$ cat config.mk
export PLATFORM = sky130hd
export DESIGN_NAME = syn_anti_alias_job_que
export DESIGN_NICKNAME = d
export VERILOG_FILES = /design/src/rtl/syn_anti_alias_job_que.sv
export SDC_FILE = /design/constraint.sdc
export NUM_CORES = 1
export LEC_CHECK = 0
export ABC_CLOCK_PERIOD_IN_PS = 3200
export CORE_MARGIN = 5
export CORE_UTILIZATION = 47
export CTS_BUF_LIST = sky130_fd_sc_hd__clkbuf_8 sky130_fd_sc_hd__clkbuf_16
export CTS_CLUSTER_SIZE = 30
export DETAILED_ROUTE_END_ITERATION = 8
export PLACE_DENSITY = 0.67
export RECOVER_POWER = 50
export SYNTH_ARGS = -nofsm -noshare
export SYNTH_HDL_FRONTEND = slang
export SYNTH_SLANG_ARGS = --single-unit
export TNS_END_PERCENT = 20
$ cat constraint.sdc
create_clock -name clk_ir -period 3.2 [get_ports clk_ir]
set_input_delay 0.64 -clock clk_ir [delete_from_list [all_inputs] [get_ports clk_ir]]
set_output_delay 0.64 -clock clk_ir [all_outputs]
set_load 0.1 [all_outputs]
$ cat src/rtl/syn_anti_alias_job_que.sv
// Anti-alias job queue: synchronous FIFO between the rasterizer and the anti-alias datapath.
// Registered pop data and registered status (empty, occupancy, sticky overflow/underflow).
module syn_anti_alias_job_que #(
    parameter int unsigned DEPTH = 16,
    parameter int unsigned X_W   = 10,
    parameter int unsigned Y_W   = 9,
    parameter int unsigned PXL_W = 8
) (
    input  logic                     clk_ir,
    input  logic                     rst_il,
    input  logic                     job_valid_i,
    input  logic [X_W-1:0]           job_x_i,
    input  logic [Y_W-1:0]           job_y_i,
    input  logic [PXL_W-1:0]         job_pxl_i,
    output logic                     job_rdy_o,
    input  logic                     deq_rd_en_i,
    output logic                     deq_valid_o,
    output logic [X_W-1:0]           deq_x_o,
    output logic [Y_W-1:0]           deq_y_o,
    output logic [PXL_W-1:0]         deq_pxl_o,
    output logic                     job_que_empty_o,
    output logic [$clog2(DEPTH):0]   job_que_occ_o,
    output logic                     ovrflw_o,
    output logic                     udrflw_o,
    input  logic                     clr_status_i
);

    localparam int unsigned PTR_W = $clog2(DEPTH);
    localparam int unsigned OCC_W = $clog2(DEPTH) + 1;
    localparam int unsigned ENT_W = X_W + Y_W + PXL_W;

    logic [ENT_W-1:0] mem [DEPTH];

    logic [PTR_W-1:0] wr_ptr, wr_ptr_nxt;
    logic [PTR_W-1:0] rd_ptr, rd_ptr_nxt;
    logic [OCC_W-1:0] occ_nxt;
    logic             wr_acc, rd_acc;
    logic             rdy_nxt, empty_nxt;
    logic             ovf_nxt, udf_nxt;
    logic [X_W-1:0]   deq_x_nxt;
    logic [Y_W-1:0]   deq_y_nxt;
    logic [PXL_W-1:0] deq_pxl_nxt;
    logic [ENT_W-1:0] rd_ent;

    // Accept decisions come only from registered status, so a read never frees a slot for a same-cycle write.
    always_comb begin
        wr_acc      = job_valid_i && job_rdy_o;
        rd_acc      = deq_rd_en_i && !job_que_empty_o;
        wr_ptr_nxt  = wr_ptr;
        rd_ptr_nxt  = rd_ptr;
        occ_nxt     = job_que_occ_o;
        rd_ent      = mem[rd_ptr];
        deq_x_nxt   = deq_x_o;
        deq_y_nxt   = deq_y_o;
        deq_pxl_nxt = deq_pxl_o;

        if (wr_acc) begin
            wr_ptr_nxt = PTR_W'(wr_ptr + 1'b1);
        end
        if (rd_acc) begin
            rd_ptr_nxt  = PTR_W'(rd_ptr + 1'b1);
            deq_x_nxt   = rd_ent[ENT_W-1 -: X_W];
            deq_y_nxt   = rd_ent[PXL_W +: Y_W];
            deq_pxl_nxt = rd_ent[PXL_W-1:0];
        end

        case ({wr_acc, rd_acc})
            2'b10:   occ_nxt = OCC_W'(job_que_occ_o + 1'b1);
            2'b01:   occ_nxt = OCC_W'(job_que_occ_o - 1'b1);
            default: occ_nxt = job_que_occ_o;
        endcase

        rdy_nxt   = (occ_nxt != OCC_W'(DEPTH));
        empty_nxt = (occ_nxt == '0);

        // Set has priority over a same-cycle clear.
        ovf_nxt = (job_valid_i && !job_rdy_o) || (ovrflw_o && !clr_status_i);
        udf_nxt = (deq_rd_en_i && job_que_empty_o) || (udrflw_o && !clr_status_i);
    end

    always_ff @(posedge clk_ir) begin
        if (rst_il) begin
            wr_ptr          <= '0;
            rd_ptr          <= '0;
            job_que_occ_o   <= '0;
            job_que_empty_o <= 1'b1;
            job_rdy_o       <= 1'b1;
            deq_valid_o     <= 1'b0;
            deq_x_o         <= '0;
            deq_y_o         <= '0;
            deq_pxl_o       <= '0;
            ovrflw_o        <= 1'b0;
            udrflw_o        <= 1'b0;
        end else begin
            wr_ptr          <= wr_ptr_nxt;
            rd_ptr          <= rd_ptr_nxt;
            job_que_occ_o   <= occ_nxt;
            job_que_empty_o <= empty_nxt;
            job_rdy_o       <= rdy_nxt;
            deq_valid_o     <= rd_acc;
            deq_x_o         <= deq_x_nxt;
            deq_y_o         <= deq_y_nxt;
            deq_pxl_o       <= deq_pxl_nxt;
            ovrflw_o        <= ovf_nxt;
            udrflw_o        <= udf_nxt;
        end
    end

    // Storage is not reset; a stray write during reset is harmless since pointers restart.
    always_ff @(posedge clk_ir) begin
        if (wr_acc) begin
            mem[wr_ptr] <= {job_x_i, job_y_i, job_pxl_i};
        end
    end

endmodule

==> results_dict.tcl, run 1 <==
set metrics [dict create \
    final_antenna_net_count 0 \
    yosysSeqAreaShare 0.764 \
    final_cell_mix "432 x edfxtp_1, 135 x mux4_2, 68 x nand2_1" \
    hold_buffers 0 \
    failed_checks "capacitance limit, slew limit" \
    yosys_warnings 0 \
    placed_area_sq_um 19700 \
    grt_pass1_wl_um 56700 \
    cts_setup_buffers 0 \
    rsz0062_at_grt "false" \
    die_x_um 207 \
    ctsResizeCount 0 \
    p_per_area_nw_per_um2 689 \
    r2r_start "rd_ptr[0]" \
    hold_class "reg -> reg" \
    synth_top_area_cell "edfxtp_1" \
    post-place-ws_ns 0.0720 \
    worstMarginPinSlew_ns 2.65 \
    antenna_found_initial 0 \
    synth.avg_cell_area_sq_um 21.3 \
    mostFrequentLayoutCell "edfxtp_1" \
    final_area_sq_um 21200 \
    finalHoldViolCount 0 \
    clkLatencyLatePin_ns 0.57 \
    intPower_mw 11.1 \
    gp_congestion 0.767 \
    syn2layout_area_growth_pct 17.0 \
    avgRoutedWirePerCell_um 24.5 \
    cts_max_level 2 \
    finalSetupViolations 0 \
    grt_usage 0.180 \
    synth_top_area_frac 0.715 \
    antenna_cells 0 \
    place_hpwl_um 22100 \
    crit_arrival_ns 3.04 \
    fin_setup_tns_ns 0 \
    layout-drive-gt1-share 0.284 \
    met3_usage 0.0384 \
    yosysUniqueCellTypes 38 \
    die-area_sq_um 42700 \
    core-area_sq_um 38500 \
    die_h_um 207 \
    initial_core_util 0.472 \
    vias 8567 \
    worstPathRequired_ns 3.64 \
    dp.cells 1434 \
    ys_seq_elements 477 \
    status "finished with violations" \
    worst_ir_drop_vdd_v 0.000444 \
    overflow 0 \
    combPwrFrac 0.127 \
    cts_tree "done" \
    hold_ws_ns 0.454 \
    grtUsageMet1 0.267 \
    syn-num-nets 890 \
    grt.busiest_layer "met2" \
    p_leak_nw 6.63 \
    rr_endpoint "deq_x_o[0]" \
    setup_ws_ns 0.605 \
    crit_chain "clkdlybuf4s50_1 -> and2_1 -> inv_2 -> nand2_1 -> xnor2_1 -> ha_1 -> a21oi_1 -> nor4_1 -> a311oi_1 -> nand3_1 -> a2111o_1" \
    finalNonFillerCells 1521 \
    synth_area_leaders "edfxtp_1 71%, mux4_2 17%, dfxtp_1 5.0%" \
    finalCritPeriodShare 0.811 \
    p_seq_frac 0.482 \
    cp-end-kind "register" \
    hp-start "deq_y_o[4]" \
    cts.sinks 477 \
    skew_ns 0.0226 \
    path_max_fanout 7 \
    io_buffer_count 68 \
    cts.path.max_buffers 3 \
    slowest_delay_ns 0.42 \
    cts_made_buffers 48 \
    rr_worst_depth 5 \
    netSwitchingPower_mw 3.50 \
    clk_pin_slew_ns 0.06 \
    num-fill-cells 2945 \
    cp_slowest_cell "clkdlybuf4s50_1" \
    first_iter_violations 684 \
    holdPathEnd "deq_y_o[4]" \
    synthCells 851 \
    placement_rows 72 \
    met2_usage 0.281 \
    drtPass1Iterations 4 \
    grt_max_degree 65 \
    worst-setup-path-type "in -> reg" \
    r2r_slack_ns 0.68 \
    wl_um 37200 \
    cts_root_buf "clkbuf_16" \
    p_clk_frac 0.391 \
    crit_path_start_kind "input pin" \
    vias_per_cell 5.63 \
    route.detailed.drc 0 \
    relSlewSlack -0.767 \
    nNetsFinal 1005 \
    switching_share 0.239 \
    slew_viol_final 46 \
    synthesis.area_sq_um 18200 \
    grt_pass1_vias 8960 \
    cap_violations 1 \
    fmax_ghz 0.385 \
    post-route-min-period_ns 2.59 \
    hold_depth 2 \
    pin_count 69 \
]
==> flip-flops by register name, indices dropped and copies added, names as in the netlist <==
signal and count:
deq_valid_o 1, mem 432, wr_ptr 4, rd_ptr 4, deq_y_o 9, job_que_empty_o 1
job_que_occ_o 5, ovrflw_o 1, job_rdy_o 1, deq_x_o 10, deq_pxl_o 8, udrflw_o 1
==> cell type report <==
cell class	instances	area (sq um)	area share
Clock buffer	58	1350	0.0635
Clock inverter	29	303	0.0143
Inverter	5	18.8	0.000883
Multi-Input combinational cell	321	4150	0.195
Sequential cell	477	13900	0.653
Tap cell	518	648	0.0305
Timing Repair Buffer	113	895	0.0421
==> critical path: cells and delay by family <==
family          cells  cell delay, ns
simple gates        4            0.56
fa+ha+maj           1            0.20
xor+xnor            1            0.14
buf+inv             2            0.54
compound gates      3            0.96
==> cell usage after synthesis <==
cell type / count
a311oi_1: 1
mux4_2: 135
nand3_1: 2
nor3_1: 8
inv_1: 3
a21o_1: 2
nor2b_1: 4
xnor2_1: 5
buf_1: 3
o31a_1: 1
a21oi_1: 35
nor2_1: 22
mux2i_1: 1
nand4_1: 2
o21bai_1: 1
xor2_1: 5
a2111o_1: 1
or3_1: 1
a41o_1: 1
inv_2: 2
o211ai_1: 1
dfxtp_1: 45
nand4b_1: 1
o31ai_1: 1
edfxtp_1: 432
buf_2: 6
ha_1: 7
nor4_1: 3
and4b_1: 1
o211a_1: 1
nand3b_1: 1
nand2b_1: 6
buf_4: 10
buf_6: 1
and2_1: 2
nand2_1: 68
clkbuf_1: 28
nor3b_1: 2
==> logic make-up (layout without fill, tap and decap cells) <==
| group | Yosys count | count (layout) | share of synthesized area |
|---|---|---|---|
| buffers and inverters | 53 | 205 | 0.0139 |
| flip-flops | 477 | 477 | 0.764 |
| adder cells (fa/ha/maj) | 7 | 7 | 0.00482 |
| multiplexers | 136 | 136 | 0.168 |
| XOR/XNOR | 10 | 10 | 0.00482 |
| AND/OR/NAND/NOR | 123 | 123 | 0.0298 |
| AO/OA/AOI/OAI | 45 | 45 | 0.0144 |
==> worst max path at each step <==
stage | end | startpoint
6_report | job_rdy_o | job_valid_i
5_1_grt | job_rdy_o | job_valid_i
4_1_cts | job_rdy_o | job_valid_i
3_5_place_dp | job_rdy_o | job_valid_i
3_3_place_gp | job_rdy_o | job_valid_i
2_1_floorplan | mem[0][0] | job_rdy_o
==> metrics by stage <==
stage                     power, mW  utilization
final                          14.6        0.552
after floorplan                8.60            -
after detailed placement       9.12        0.512
after global routing           15.2        0.552
after global placement         9.09        0.512
after CTS                      14.8        0.555
==> routing by layer <==
layer  wire length, um  vias up  part of all wire
li1                  -     3734                 -
met1             16400     4546              0.44
met2             17900      242              0.48
met3              2290       45             0.062
met5                 0        -                 0
met4               550        0             0.015
==> power by group through the flow <==
stage	Clock, mW	Combinational (mW)	Sequential, mW
after floorplan	0	1.00	7.60
after global placement	0	1.92	7.17
after detailed placement	0	1.93	7.18
after CTS	5.85	1.94	7.05
after global routing	6.14	2.00	7.06
final	5.72	1.86	7.05
Note: power is estimated with default switching activity, not from simulation.
==> run 2: changes to the inputs <==
--- a/config.mk
+++ b/config.mk
@@ -5,13 +5,12 @@
 export SDC_FILE = /design/constraint.sdc
 export NUM_CORES = 1
 export LEC_CHECK = 0
-export ABC_CLOCK_PERIOD_IN_PS = 3200
+export ABC_CLOCK_PERIOD_IN_PS = 2400
 export CORE_MARGIN = 5
 export CORE_UTILIZATION = 47
 export CTS_BUF_LIST = sky130_fd_sc_hd__clkbuf_8 sky130_fd_sc_hd__clkbuf_16
 export CTS_CLUSTER_SIZE = 30
 export DETAILED_ROUTE_END_ITERATION = 8
-export PLACE_DENSITY = 0.67
 export RECOVER_POWER = 50
 export SYNTH_ARGS = -nofsm -noshare
 export SYNTH_HDL_FRONTEND = slang
==> constraint.sdc (replaced) <==
create_clock -name clk_ir -period 2.4 [get_ports clk_ir]
set_input_delay 0.48 -clock clk_ir [delete_from_list [all_inputs] [get_ports clk_ir]]
set_output_delay 0.48 -clock clk_ir [all_outputs]
set_load 0.1 [all_outputs]
==> run 2 against run 1 <==
- the run now ends clean
- total power grew 34%
- core utilization grew 1.5 points
- via count grew 1.7%
- cell count grew 2.0%
- clock skew shrank 0.0080 ns
- die area is the same
- global-route usage grew 0.74 points
- wire length grew 4.6%
- highest routed layer unchanged
- clock-buffer cell count grew 3
==> results_dict.tcl, run 2 (same netlist as run 1, synthesis figures left out) <==
set metrics [dict create \
    syn2layout_area_growth_pct 20.2 \
    grt_usage 0.187 \
    grt_pass1_wl_um 58100 \
    placement_rows 72 \
    path_max_fanout 4 \
    pin_count 69 \
    io_buffer_count 68 \
    route.detailed.drc 0 \
    p_clk_frac 0.387 \
    cts.sinks 477 \
    skew_ns 0.0145 \
    status "finished, final reports clean" \
    p_per_area_nw_per_um2 901 \
    gp_congestion 0.736 \
    finalSetupViolations 0 \
    layout-drive-gt1-share 0.333 \
    core-area_sq_um 38500 \
    worstMarginPinSlew_ns 1.01 \
    clkLatencyLatePin_ns 0.57 \
    drtPass1Iterations 5 \
    p_seq_frac 0.479 \
    netSwitchingPower_mw 4.72 \
    crit_arrival_ns 2.71 \
    finalHoldViolCount 0 \
    path_buf_inv 2 \
    largestRegisters "mem (432), deq_x_o (10), deq_y_o (9)" \
    setup_ws_ns 0.150 \
    nNetsFinal 1031 \
    worst-setup-path-type "in -> reg" \
    die_h_um 207 \
    largest_reg_flops 432 \
    slowest_delay_ns 0.53 \
    critical-path-top-delay-family "compound AO/OA/AOI/OAI gates" \
    first_iter_violations 561 \
    hold_ws_ns 0.238 \
    worst_ir_drop_vdd_v 0.000556 \
    p_leak_nw 6.94 \
    hold_class "in -> reg" \
    vias 8711 \
    die-area_sq_um 42700 \
    die_x_um 207 \
    grt_pass1_vias 8998 \
    grt_max_degree 52 \
    cts_tree "done" \
    post-route-min-period_ns 2.25 \
    clk_pin_slew_ns 0.06 \
    cts_root_buf "clkbuf_16" \
    regMostFlops "mem" \
    crit_path_start_kind "input pin" \
    intPower_mw 14.9 \
    cts.path.max_buffers 3 \
    wl_um 38900 \
    overflow 0 \
    final_antenna_net_count 0 \
    relSlewSlack 0.326 \
    avgRoutedWirePerCell_um 25.1 \
    switching_share 0.240 \
    slew_viol_final 0 \
    combPwrFrac 0.135 \
    cts_made_buffers 49 \
    post-place-ws_ns -0.450 \
    fmax_ghz 0.444 \
    cp_slowest_cell "clkdlybuf4s50_1" \
    final_cell_mix "432 x edfxtp_1, 135 x mux4_2, 73 x buf_4" \
    crit_chain "clkdlybuf4s50_1 -> nand2b_4 -> inv_4 -> nand2_4 -> xnor2_2 -> ha_2 -> a21o_1 -> nor4_1 -> a311oi_1 -> nand3_1 -> a2111o_1" \
    vias_per_cell 5.61 \
    finalCritPeriodShare 0.938 \
    rsz0062_at_grt "false" \
    mostFrequentLayoutCell "edfxtp_1" \
    initial_core_util 0.472 \
    cp-end-kind "register" \
    cts_max_level 2 \
    worstPathRequired_ns 2.86 \
    place_hpwl_um 22100 \
    antenna_found_initial 2 \
    cap_violations 0 \
]
## run 2: changes by cell type in the layout (fill, tap and decap cells not counted), sizes merged
cell | before | now
bufinv | 6 | 4
clkbuf | 89 | 68
clkinv | 14 | 11
diode | 0 | 2
inv | 14 | 18
clkinvlp | 0 | 2
buf | 52 | 101
## run 2: final cells by class
class                           count  area [sq um]
Fill cell                        2895         16600
Sequential cell                   477         13900
Multi-Input combinational cell    321          4180
Timing Repair Buffer              138          1430
Clock buffer                       61          1410
Tap cell                          518           648
Clock inverter                     30           239
Inverter                            5          21.3
Antenna cell                        2          5.00
## run 2: metrics by stage
step           utilization  std cells  total power, mW  setup TNS, ns  cell area, sq um
6_report             0.567       1552             19.7              0             21800
5_1_grt              0.567       1550             20.4              0             21800
4_1_cts              0.568       1549             19.9              0             21800
3_5_place_dp         0.525       1458             12.3          -1.72             20200
3_3_place_gp         0.525       1458             12.3          -1.45             20200
2_1_floorplan            -        851             11.5        -106.87             18200
## run 2: metal layers
layer | up-vias | wire length (um) | GRT usage
li1 | 3785 | - | -
met1 | 4652 | 16700 | 0.264
met2 | 226 | 19400 | 0.309
met3 | 48 | 2020 | 0.0309
met4 | 0 | 759 | 0.0530
met5 | - | 0 | 0
## run 2: worst paths after layout
path | startpoint | to | slack, ns | cells after the start
setup / recovery | deq_rd_en_i | job_rdy_o | 0.15 | 11
setup reg to reg | job_rdy_o | job_rdy_o | 0.17 | 10
hold / removal | rst_il | job_que_occ_o[3] | 0.24 | 2
hold reg to reg | deq_y_o[1] | deq_y_o[1] | 0.45 | 2
## run 2: power by group through the flow
stage	clock, mW	sequential (mW)	combinational (mW)
2_1_floorplan	0	10.1	1.34
3_3_place_gp	0	9.58	2.68
3_5_place_dp	0	9.59	2.70
4_1_cts	7.80	9.41	2.70
5_1_grt	8.14	9.43	2.83
6_report	7.60	9.41	2.65
## run 2: timing repair
action,4_1_cts,5_1_grt
setup buffers,0,1
hold buffers,0,0
resized for setup,0,8
endpoints found under the setup margin,0,2
## run 2: worst reg2reg max path, cell delays in order (launching register included)
cell and delay, ns:
dfxtp_1 0.31, and2_4 0.16, inv_2 0.08, nand2_4 0.07, xnor2_2 0.14, ha_2 0.20, a21o_1 0.11, nor4_1 0.05
a311oi_1 0.40, nand3_1 0.16, a2111o_1 0.42
==> run 3: changes to the inputs <==
--- a/config.mk
+++ b/config.mk
@@ -6,11 +6,15 @@
 export NUM_CORES = 1
 export LEC_CHECK = 0
 export ABC_CLOCK_PERIOD_IN_PS = 2400
+export CELL_PAD_IN_SITES_DETAIL_PLACEMENT = 0
+export CELL_PAD_IN_SITES_GLOBAL_PLACEMENT = 1
+export CORE_ASPECT_RATIO = 2
 export CORE_MARGIN = 5
 export CORE_UTILIZATION = 47
 export CTS_BUF_LIST = sky130_fd_sc_hd__clkbuf_8 sky130_fd_sc_hd__clkbuf_16
 export CTS_CLUSTER_SIZE = 30
 export DETAILED_ROUTE_END_ITERATION = 8
+export PLACE_DENSITY_LB_ADDON = 0.1
 export RECOVER_POWER = 50
 export SYNTH_ARGS = -nofsm -noshare
 export SYNTH_HDL_FRONTEND = slang
==> constraint.sdc (replaced) <==
create_clock -name clk_ir -period 2.4 [get_ports clk_ir]
set_input_delay 0.72 -clock clk_ir [delete_from_list [all_inputs] [get_ports clk_ir]]
set_output_delay 0.72 -clock clk_ir [all_outputs]
set_load 0.1 [all_outputs]
==> run 3 against run 2 <==
- core utilization fell by 0.10 points
- total power shrank 3.4%
- combinational power rose by 5%
- global-route usage up 0.18 points
- non-clock buffer count rose by 8
- maximum frequency fell by 3.1%
- clock skew rose by 0.00063 ns
- largest cell class unchanged
- sequential cell count stayed put
- via count fell by 0.98%
==> results_dict.tcl, run 3 (same netlist as run 1, synthesis figures left out) <==
set metrics [dict create \
    num-fill-cells 2872 \
    status "finished, final reports clean" \
    cap_violations 0 \
    antenna_found_initial 1 \
    regMostFlops "mem" \
    grt_pass1_wl_um 59700 \
    die_h_um 288 \
    post-place-ws_ns -0.658 \
    syn2layout_area_growth_pct 19.8 \
    slew_viol_final 0 \
    setup.worst_path.start "job_valid_i" \
    cts_tree "done" \
    core-area_sq_um 38400 \
    p_per_area_nw_per_um2 873 \
    wl_um 39400 \
    placed_area_sq_um 20400 \
    first_iter_violations 500 \
    largestRegisters "mem (432), deq_x_o (10), deq_y_o (9)" \
    grt_pass1_vias 9258 \
    gp_congestion 0.728 \
    route.detailed.drc 0 \
    mostFrequentLayoutCell "edfxtp_1" \
    pin_count 69 \
    crit_arrival_ns 2.55 \
    crit_path_start_kind "input pin" \
    layout-drive-gt1-share 0.329 \
    postLayoutCoreUtil 0.566 \
    post-route-min-period_ns 2.32 \
    met3_wirelength_um 1320 \
    skew_ns 0.0152 \
    finalCritPeriodShare 0.967 \
    cts.sinks 477 \
    drtPass1Iterations 4 \
    cts_root_buf "clkbuf_16" \
    grt_usage 0.189 \
    fin_setup_tns_ns 0 \
    hold_depth 2 \
    hold_ws_ns 0.455 \
    avgRoutedWirePerCell_um 25.5 \
    setup_ws_ns 0.0789 \
    worst-setup-path-type "in -> reg" \
    final_area_sq_um 21800 \
    cts_max_level 2 \
    finalHoldViolCount 0 \
    p_leak_nw 6.87 \
    dp.cells 1469 \
    hp-start "deq_y_o[5]" \
    grt_max_degree 42 \
    clk_pin_slew_ns 0.07 \
    power_mw 19.0 \
    wl_met1_um 16500 \
    highest_layer "met4" \
    nNetsFinal 1032 \
    holdPathEnd "deq_y_o[5]" \
    die_x_um 149 \
    path_max_fanout 14 \
    hold_class "reg -> reg" \
    worstMarginPinSlew_ns 0.766 \
    r2r_slack_ns 0.14 \
    overflow 0 \
    fmax_ghz 0.431 \
    die-area_sq_um 42900 \
    cts.path.max_buffers 3 \
    hold_buffers 0 \
    worst_ir_drop_vdd_v 0.000741 \
    relSlewSlack 0.489 \
    finalNonFillerCells 1546 \
    place_hpwl_um 23500 \
    placement_rows 102 \
    initial_core_util 0.473 \
    io_buffer_count 68 \
    rr_worst_depth 5 \
    r2r_start "job_rdy_o" \
    largest_reg_flops 432 \
    cts_made_buffers 42 \
    vias_per_cell 5.58 \
    rsz0062_at_grt "false" \
    final_antenna_net_count 0 \
    final_cell_mix "432 x edfxtp_1, 135 x mux4_2, 73 x buf_4" \
    worstPathRequired_ns 2.63 \
    dr_wl_met2_um 20700 \
    rr_endpoint "mem[2][22]" \
    cp-end-kind "register" \
    finalSetupViolations 0 \
    vias 8626 \
    clkLatencyLatePin_ns 0.54 \
]
[run 3: cell count changes in the layout (fill, tap and decap cells not counted), sizes merged, moves of 2 or more]
cell / previous run / this run
buf: 101 / 110
clkbuf: 68 / 54
clkdlybuf4s50: 3 / 0
dlygate4sd2: 0 / 2
inv: 18 / 15
[run 3: power by group]
part           internal [mW]  switching (mW)  leakage [nW]
Sequential              9.26           0.111          4.27
Combinational           1.16            1.61          1.87
Clock                   4.00            2.86         0.728
Total                   14.4            4.58          6.87
[run 3: how the worst max path moves through the flow]
| stage | slack [ns] | endpoint |
|---|---|---|
| after floorplan | -0.33 | mem[12][0] |
| after global placement | -0.64 | job_rdy_o |
| after detailed placement | -0.66 | job_rdy_o |
| after CTS | 0.19 | job_rdy_o |
| after global routing | 0.004 | job_rdy_o |
| final | 0.08 | mem[2][22] |
[run 3: repair_timing]
action,CTS,global route
setup endpoints to repair,2,0
buffers inserted,0,0
resized for setup,8,0
[run 3: critical path: stages]
cell and delay, ns:
dlygate4sd2_1 0.21, and2_4 0.15, clkbuf_1 0.43, nand2_1 0.19, nor3_1 0.56, buf_12 0.27
[run 3: cell type report]
type	count	area [sq um]	area share
multi-input cells	321	4190	0.193
inverters	5	18.8	0.000863
diodes	1	2.50	0.000115
flip-flops and latches	477	13900	0.638
repair buffers	146	1600	0.0734
clock inverters	28	245	0.0113
well taps	520	651	0.0299
clock buffers	48	1170	0.0537
[run 3: layer usage]
metal  vias to the layer above  GRT usage
met3                        60     0.0241
met5                         -          0
li1                       3776          -
met1                      4625      0.258
met2                       165      0.326
met4                         0     0.0483
